[src/rtl/cnt_sync_ctrl.sv]
// Fast-domain scheduler for a slow-domain counter: toggle request in, settle,
// double-sample until stable, publish with a valid pulse and an ack toggle.
module cnt_sync_ctrl #(
    parameter int WIDTH   = 4,
    parameter int SETTLE  = 2,
    parameter int TIMEOUT = 64
) (
    input  logic             clk,
    input  logic             reset,
    input  logic             en,
    input  logic             req_tgl,
    input  logic [WIDTH-1:0] count_src,
    output logic [WIDTH-1:0] count_out,
    output logic             count_vld,
    output logic             ack_tgl,
    output logic             mismatch,
    output logic             overrun,
    output logic             stall,
    output logic             busy
);

    localparam int IW = $clog2(TIMEOUT);

    localparam logic [1:0] S_IDLE   = 2'd0;
    localparam logic [1:0] S_SETTLE = 2'd1;
    localparam logic [1:0] S_CHECK  = 2'd2;

    logic [1:0]       state;
    logic             req_q;
    logic             pending;
    logic [3:0]       wait_cnt;
    logic [IW-1:0]    idle_cnt;
    logic [WIDTH-1:0] sample_a;
    logic             req_edge;

    assign req_edge = req_tgl ^ req_q;

    always_ff @(posedge clk or negedge reset) begin
        if (!reset) begin
            state     <= S_IDLE;
            req_q     <= 1'b0;
            pending   <= 1'b0;
            wait_cnt  <= '0;
            idle_cnt  <= '0;
            sample_a  <= '0;
            count_out <= '0;
            count_vld <= 1'b0;
            ack_tgl   <= 1'b0;
            mismatch  <= 1'b0;
            overrun   <= 1'b0;
            stall     <= 1'b0;
            busy      <= 1'b0;
        end else begin
            req_q     <= req_tgl;
            count_vld <= 1'b0;
            mismatch  <= 1'b0;
            if (!en)
                idle_cnt <= '0;

            case (state)
                S_IDLE: begin
                    if (en && (req_edge || pending)) begin
                        state    <= S_SETTLE;
                        busy     <= 1'b1;
                        wait_cnt <= 4'(SETTLE);
                        // a fresh edge arriving while a held request is consumed stays queued
                        pending  <= pending && req_edge;
                        stall    <= 1'b0;
                        idle_cnt <= '0;
                    end else if (en) begin
                        if (idle_cnt == IW'(TIMEOUT - 1))
                            stall <= 1'b1;
                        else
                            idle_cnt <= idle_cnt + IW'(1);
                    end
                end
                S_SETTLE: begin
                    if (wait_cnt == 4'd0) begin
                        sample_a <= count_src;
                        state    <= S_CHECK;
                    end else begin
                        wait_cnt <= wait_cnt - 4'd1;
                    end
                end
                S_CHECK: begin
                    if (count_src == sample_a) begin
                        count_out <= sample_a;
                        count_vld <= 1'b1;
                        ack_tgl   <= ~ack_tgl;
                        state     <= S_IDLE;
                        busy      <= 1'b0;
                    end else begin
                        mismatch  <= 1'b1;
                        wait_cnt  <= 4'(SETTLE);
                        state     <= S_SETTLE;
                    end
                end
                default: begin
                    state <= S_IDLE;
                    busy  <= 1'b0;
                end
            endcase

            // requests during a transfer queue one deep; a second one is lost
            if (state != S_IDLE && req_edge) begin
                if (pending)
                    overrun <= 1'b1;
                else
                    pending <= 1'b1;
            end
        end
    end

endmodule
[config.mk]
export PLATFORM = sky130hd
export DESIGN_NAME = cnt_sync_ctrl
export DESIGN_NICKNAME = d
export VERILOG_FILES = /design/src/rtl/cnt_sync_ctrl.sv
export SDC_FILE = /design/constraint.sdc
export NUM_CORES = 1
export LEC_CHECK = 0
export ABC_AREA = 1
export CORE_ASPECT_RATIO = 2
export CORE_MARGIN = 2
export CORE_UTILIZATION = 49
export DETAILED_ROUTE_END_ITERATION = 6
export PLACE_DENSITY = 0.8
export SETUP_SLACK_MARGIN = 0.3
export SLEW_MARGIN = 15
export SYNTH_ARGS = -nofsm -noshare
export SYNTH_HDL_FRONTEND = slang
export SYNTH_SLANG_ARGS = --single-unit
[constraint.sdc]
create_clock -name clk -period 2.3 [get_ports clk]
set_input_delay 0.46 -clock clk [delete_from_list [all_inputs] [get_ports clk]]
set_output_delay 0.46 -clock clk [all_outputs]
set_load 0.1 [all_outputs]
Word-level counts from Yosys, hierarchy flattened:

Cells that the tools add are included.

* register bits after elaboration: 28
* bits in latches: 0
* memory bits (writable): 0
* bits in read-only memories: 0
* input bits: 8
* logic and storage cells: 71
* memories: 0

* $add $sub $neg: 2
* multipliers: 0
* divide/modulo/power cells: 0
* order comparisons: 0
* equal/unequal tests: 9
* shift-type cells: 0
* multiplexer cells: 27
* bitwise operators: 3
* reduce and logical (&&, ||, !) cells: 17

Operators by type and width (count)
* 6-bit two-way mux: 5
* 1-bit two-way mux: 14
* 4-bit two-way mux: 3
* 4-bit one-hot mux with 3 select lines: 1
* 2-bit != test, second input constant: 5
* 2-bit AND reduction: 4
* 6-bit by 1-bit adder with 6-bit output, second input constant: 1
* 6-bit equality test, second input constant: 1
* 2-bit one-hot mux with 3 select lines: 1
* 3-bit AND reduction: 2
* 2-bit nonzero test: 3
* 4-bit equality test: 1
* 4-bit zero test: 1
* 2-bit two-way mux: 2
* 4-bit AND reduction: 1
* 4-bit by 1-bit subtractor with 4-bit output, second input constant: 1
* 1-bit logical AND: 3
* 1-bit one-hot mux with 3 select lines: 1
* 3-bit nonzero test: 1
* 2-bit by 1-bit equality test with 1-bit output, second input constant: 1
* 2-bit equality test, second input constant: 1
* 2-bit zero test: 1
* 1-bit inverter: 2
* 1-bit logical OR: 1
* 1-bit XOR: 1

Longest topological paths before layout:

Gate-level depths: netlist (run 1).

* word-level depth: 7
* mapped depth: 9
* mapped depth without buffers: 9

Least setup slack after synthesis (run 1):

OpenSTA, ideal clock, no wires.

* path type: reg-to-output
* start: register ack_tgl
* end: output ack_tgl
* arrival: 0.911 ns
* data required time: 1.840 ns
* path slack: 0.929 ns
* cell stages (with the launch flop): 1
* buffers on the path: 0
* path through: dfrtp_1

RTL lines
* start, declared: line 15 `output logic ack_tgl,`
* start signal, assigned: line 89 `ack_tgl <= ~ack_tgl;`

No word-level cell between the ends.

Final worst setup path (run 1):

* start: input count_src[2]
* end: register wait_cnt[1]

* longest elaborated chain between the ends: 3

RTL lines
* start, declared: line 12 `input logic [WIDTH-1:0] count_src,`
* 4-bit equality test: line 86 `if (count_src == sample_a) begin`
* 2-bit != test (no source line)
* 4-bit AND reduction (no source line)
* end signal, assigned: line 65 `wait_cnt <= 4'(SETTLE);`
* end signal, assigned: line 82 `wait_cnt <= wait_cnt - 4'd1;`
* end signal, assigned: line 94 `wait_cnt <= 4'(SETTLE);`
* end, declared: line 31 `logic [3:0] wait_cnt;`

No other way between the ends.
A chain may end at the register's enable or synchronous reset.

==> impl_metrics.tcl, run 1 <==
set metrics [dict create \
    netlist_area_mm2 0.001465 \
    r2r-end "wait_cnt[1]" \
    cp_num_cells 9 \
    dr.pass1.iters 4 \
    start_kind "primary input" \
    num_rows 28 \
    status "finished, final reports clean" \
    cts_buffers 3 \
    synth_cell_types 24 \
    via_count 1205 \
    chipWidth_um 42.67 \
    ys.flop_type "dfrtp_1" \
    timing.rr.start "wait_cnt[0]" \
    die_y_um 81.33 \
    final_nets 211 \
    path_max_fanout 14 \
    worstPathArrival_ns 1.78 \
    synth_top_family_by_area "simple AND/OR/NAND/NOR gates" \
    setup_viol 0 \
    clk_pin_slew_ns 0.09 \
    synth_edf_count 0 \
    synth_cells 179 \
    critPathTopFamily "simple AND/OR/NAND/NOR gates" \
    seq_area_frac_synth_pct 47.82 \
    drcViolationCount 0 \
    crit_path_cell_trace "clkdlybuf4s50_1 > inv_1 > nand2_1 > nand2_1 > nor2_4 > nand3_4 > nand3_2 > nand2_1 > nand2_1" \
    ctsHoldBuffers 0 \
    synth_most_common_cell "nand2_1" \
    clock_latency_ns 0.27 \
    slew_violations 0 \
    synth_commonest_cells "nand2_1 (56), dfrtp_1 (28), inv_1 (22)" \
    cap_violations 0 \
    grt_pass1_wl_um 5464 \
    dp_hpwl_um 2254 \
    reg2regPathDepth 8 \
    post-cts-setup-buffers 0 \
    portBuffers 17 \
    power_density_mw_per_mm2 1148 \
    grt_overflow 0 \
    tightest_slew_ns 0.3575 \
    finalHoldViolations 0 \
    ant_nets 0 \
    grt_max_degree 29 \
    cts_tree "yes" \
    critPathMaxStageDelay_ns 0.49 \
    track_usage_pct 21.24 \
    yosys.area.top_type_share_pct 47.82 \
    finClkSkew_ns 0.002060 \
    cpMaxStageDelayCell "clkdlybuf4s50_1" \
    synthXorXnorAreaFrac_pct 1.196 \
    setup_tns_ns 0 \
    endpoint "wait_cnt[1]" \
    ys_top_cells_by_area "dfrtp_1 (48%), nand2_1 (14%), inv_1 (5.6%)" \
    antennaDiodeCount 0 \
    dp_slack_ns 0.4397 \
    cts.sinks 28 \
    area_delta_synth_final_pct 15.20 \
    timing.final.crit_share_pct 67.84 \
    wl_per_cell_um 13.03 \
    grt_pass1_vias 1224 \
    h-tree-depth 1 \
    synth_top_area_cell "dfrtp_1" \
    syn_nets 189 \
    place_inst 226 \
    setup_ws_ns 0.7397 \
    start_util_pct 50.39 \
    ys_ff_latch 28 \
    fp.coreArea_mm2 0.002908 \
    clock.fmax_mhz 640.9 \
    via_per_inst 5.262 \
    end_kind "register" \
    ctsResizeCount 0 \
    synth-simple-area-share_pct 33.13 \
    ir_worst_vdd_mv 0.5467 \
    die-area_mm2 0.003470 \
    hold_class "register to register" \
    r2r_setup_slack_ns 0.85 \
    worst-setup-path-type "primary input to register" \
    fin_crit_ns 1.560 \
    muxShareOfSynthArea_pct 0 \
    relSlewSlack_pct 76.17 \
    ys_warn_count 0 \
    ios 18 \
    cts_root_buffer "clkbuf_8" \
    final_cells 229 \
    antenna_found_initial 0 \
    synthAdderAreaFrac_pct 1.708 \
    required_ns 2.52 \
    async_flop_share_pct 100.0 \
    avgSynthCellArea_um2 8.185 \
    power.leakage_nw 0.8736 \
    drive_above_1_share_pct 18.59 \
    drt_iter0_drc 23 \
    drt-total-wl_um 2984 \
    critPathLaunch "count_src[2]" \
    clockBufferDepth 2 \
    synth_compound_area_share_pct 7.942 \
    finish.utilization_pct 58.05 \
    rsz0062_at_grt "no" \
    crit_top_cell "nand2_1" \
    critPathBufInv 2 \
    place_congestion 0.8572 \
]
==> cells in the final DEF, fill, tap and decap left out, drive strengths merged <==
master / count
buf: 12
a31o: 1
xor2: 1
o21ai: 12
a21oi: 5
nand4: 6
o21bai: 1
nand3b: 2
nand3: 15
clkdlybuf4s50: 7
dfrtp: 28
xnor2: 1
inv: 27
ha: 2
clkbuf: 3
nor2: 19
nand2: 57
==> registers in the layout (all words and copies together), names as in the netlist <==
| register | count |
|---|---|
| ack_tgl | 1 |
| busy | 1 |
| count_out | 4 |
| count_vld | 1 |
| idle_cnt | 6 |
| mismatch | 1 |
| overrun | 1 |
| pending | 1 |
| req_q | 1 |
| sample_a | 4 |
| stall | 1 |
| state | 2 |
| wait_cnt | 4 |
==> layout make-up <==
cell class	count	area [um^2]
clock buffers	3	41.29
fillers	281	1220
inverters	27	103.9
multi-input cells	122	644.4
flip-flops and latches	28	700.7
well taps	30	37.54
repair buffers	19	160.2
==> worst min path at each step <==
stage                     depth (start not counted)       to  slack, ns  startpoint
after global placement                            1  ack_tgl       0.46     ack_tgl
final                                             1  ack_tgl       0.48     ack_tgl
after detailed placement                          1  ack_tgl       0.47     ack_tgl
after CTS                                         1  ack_tgl       0.48     ack_tgl
after floorplan                                   0  ack_tgl       0.16       reset
after global routing                              1  ack_tgl       0.51     ack_tgl
==> kinds of logic (layout without fill, tap and decap cells) <==
kind of cell | Yosys count | in the layout
simple gates | 99 | 99
buf+inv | 29 | 49
flops | 28 | 28
compound gates | 19 | 19
fa+ha+maj | 2 | 2
xor+xnor | 2 | 2
==> per-layer routing <==
metal / GRT usage [%] / vias to the layer above / part of all wire (%)
met2: 38.33 / 23 / 57
met5: 0 / - / 0
li1: - / 605 / -
met1: 21.60 / 568 / 37
met3: 3.556 / 9 / 2.5
met4: 14.06 / 0 / 4.0
==> stage by stage <==
step / instance area, um^2 / hold slack [ns] / power, mW
floorplan: 1465 / 0.1644 / 1.470
global route: 1688 / 0.5140 / 2.093
finish: 1688 / 0.4809 / 1.938
global placement: 1647 / 0.4631 / 1.659
detailed placement: 1647 / 0.4651 / 1.685
CTS: 1688 / 0.4814 / 1.949
==> where the power goes <==
| part | internal [mW] | switching (mW) | leakage, nW |
|---|---|---|---|
| combinational | 0.278 | 0.667 | 0.493 |
| clock | 0.118 | 0.145 | 0.0216 |
| sequential | 0.623 | 0.107 | 0.359 |
| total | 1.02 | 0.920 | 0.874 |
Note: power is estimated with default switching activity, not from simulation.
==> run 2: changes to the inputs <==
- clock period: 2.3 -> 1.6 ns (I/O delays scaled with it)
==> impl_metrics.tcl, run 2 (synthesis gave the netlist of run 1 again) <==
set metrics [dict create \
    num_rows 28 \
    power_density_mw_per_mm2 1700 \
    power.leakage_nw 0.9895 \
    required_ns 1.78 \
    crit_top_cell "nand2_1" \
    start_util_pct 50.39 \
    start_kind "register" \
    antennaDiodeCount 0 \
    finalHoldViolations 0 \
    drive_above_1_share_pct 31.60 \
    fillers 214 \
    ir_worst_vdd_mv 0.9498 \
    clockBufferDepth 2 \
    wl_per_cell_um 13.48 \
    clock.fmax_mhz 777.2 \
    relSlewSlack_pct 76.94 \
    cts_buffers 3 \
    cts_root_buffer "clkbuf_8" \
    drt-total-wl_um 3263 \
    slew_violations 0 \
    worstPathArrival_ns 1.47 \
    portBuffers 17 \
    drt_iter0_drc 23 \
    regMostFlops "idle_cnt" \
    clock_latency_ns 0.28 \
    critPathMaxStageDelay_ns 0.45 \
    drcViolationCount 0 \
    setup_viol 0 \
    timing.rr.start "state[1]" \
    grt_overflow 0 \
    clk_pin_slew_ns 0.09 \
    cts_tree "yes" \
    endpoint "wait_cnt[1]" \
    cpMaxStageDelayCell "dfrtp_2" \
    min_from "req_tgl" \
    layout_commonest_cell "nand2_1" \
    end_kind "register" \
    chipWidth_um 42.67 \
    die-area_mm2 0.003470 \
    place_congestion 0.8781 \
    rsz0062_at_grt "yes" \
    fp.coreArea_mm2 0.002908 \
    ctsHoldBuffers 0 \
    cts.sinks 28 \
    via_per_inst 5.360 \
    reg2regPathDepth 6 \
    grt_pass1_wl_um 5402 \
    path_max_fanout 5 \
    dp_slack_ns -0.1351 \
    setup_tns_ns 0 \
    finClkSkew_ns 0.001686 \
    via_count 1297 \
    area_delta_synth_final_pct 38.17 \
    tightest_slew_ns 0.3459 \
    critPathLaunch "state[1]" \
    setup_ws_ns 0.3133 \
    h-tree-depth 1 \
    layout_common_cells "nand2_1 (47), dfrtp_1 (26), inv_1 (21)" \
    largest_register_ff_count 6 \
    fin_crit_ns 1.287 \
    antenna_found_initial 0 \
    dp_hpwl_um 2313 \
    grt_pass1_vias 1327 \
    cap_violations 0 \
    r2r-end "wait_cnt[1]" \
    ant_nets 0 \
    grt_max_degree 29 \
    hold_class "primary input to register" \
    dr.pass1.iters 4 \
    crit_path_cell_trace "inv_1 > nand2_1 > inv_1 > nand2_1 > nand4_1 > nand2_1" \
    ios 18 \
    worst-setup-path-type "register to register" \
    die_y_um 81.33 \
    status "finished, final reports clean" \
    timing.final.crit_share_pct 80.42 \
    track_usage_pct 20.74 \
    final_nets 223 \
    r2r_setup_slack_ns 0.31 \
]
==> run 2: cell types whose count changed in the layout (fill, tap and decap cells not counted), moves of 5 or more <==
cell,delta
buf_12,+10
clkdlybuf4s50_1,-5
dlygate4sd2_1,+5
nand2_1,-9
nand2_2,+7
==> run 2: area by class of cell <==
type	count	area [um^2]	area share [%]
repair buffers	29	354.1	17.49
multi-input cells	124	754.5	37.27
clock buffers	3	41.29	2.040
inverters	27	103.9	5.130
clock inverters	1	30.03	1.483
well taps	30	37.54	1.854
flip-flops and latches	28	703.2	34.73
==> run 2: metrics by stage <==
step,cell area (um^2),util (%),hold slack [ns],cells,power (mW)
after floorplan,1465,-,0.02441,179,2.114
after global placement,1794,61.70,0.4950,229,2.542
after detailed placement,1794,61.70,0.5061,229,2.566
after CTS,1921,66.05,0.3272,235,3.217
after global routing,2024,69.62,0.3375,242,3.652
final,2024,69.62,0.3229,242,3.442
==> run 2: how the worst min path moves through the flow <==
stage                       end  depth (start not counted)  slack [ns]
finish                    req_q                          1        0.32
global route              req_q                          1        0.34
CTS                       req_q                          1        0.33
detailed placement  wait_cnt[0]                          2        0.51
global placement    wait_cnt[0]                          2        0.49
floorplan               ack_tgl                          0        0.02
==> run 2: metal layers <==
| layer | GRT usage [%] | vias up | routed length (um) |
|---|---|---|---|
| met3 | 1.778 | 12 | 57 |
| li1 | - | 642 | - |
| met4 | 13.13 | 0 | 136 |
| met1 | 20.61 | 624 | 1079 |
| met2 | 39.39 | 19 | 1989 |
| met5 | 0 | - | 0 |
==> run 2: report_power, final <==
part	internal [mW]	switching, mW
clock	0.336	0.223
combinational	0.660	1.13
sequential	0.900	0.196
total	1.90	1.55
==> run 2: timing repair <==
| item | 4_1_cts | 5_1_grt |
|---|---|---|
| gates cloned | 1 | 1 |
| setup endpoints to repair | 18 | 22 |
| endpoints found under the hold margin | 0 | 0 |
| resized for setup | 16 | 16 |
| buffers inserted | 1 | 6 |
| pin swaps | 4 | 6 |
==> run 2: worst max-delay path: cells and delay by family (launching register included) <==
family        cells  cell delay (ns)
simple gates      4             0.43
flops             1             0.45
buf+inv           2             0.30
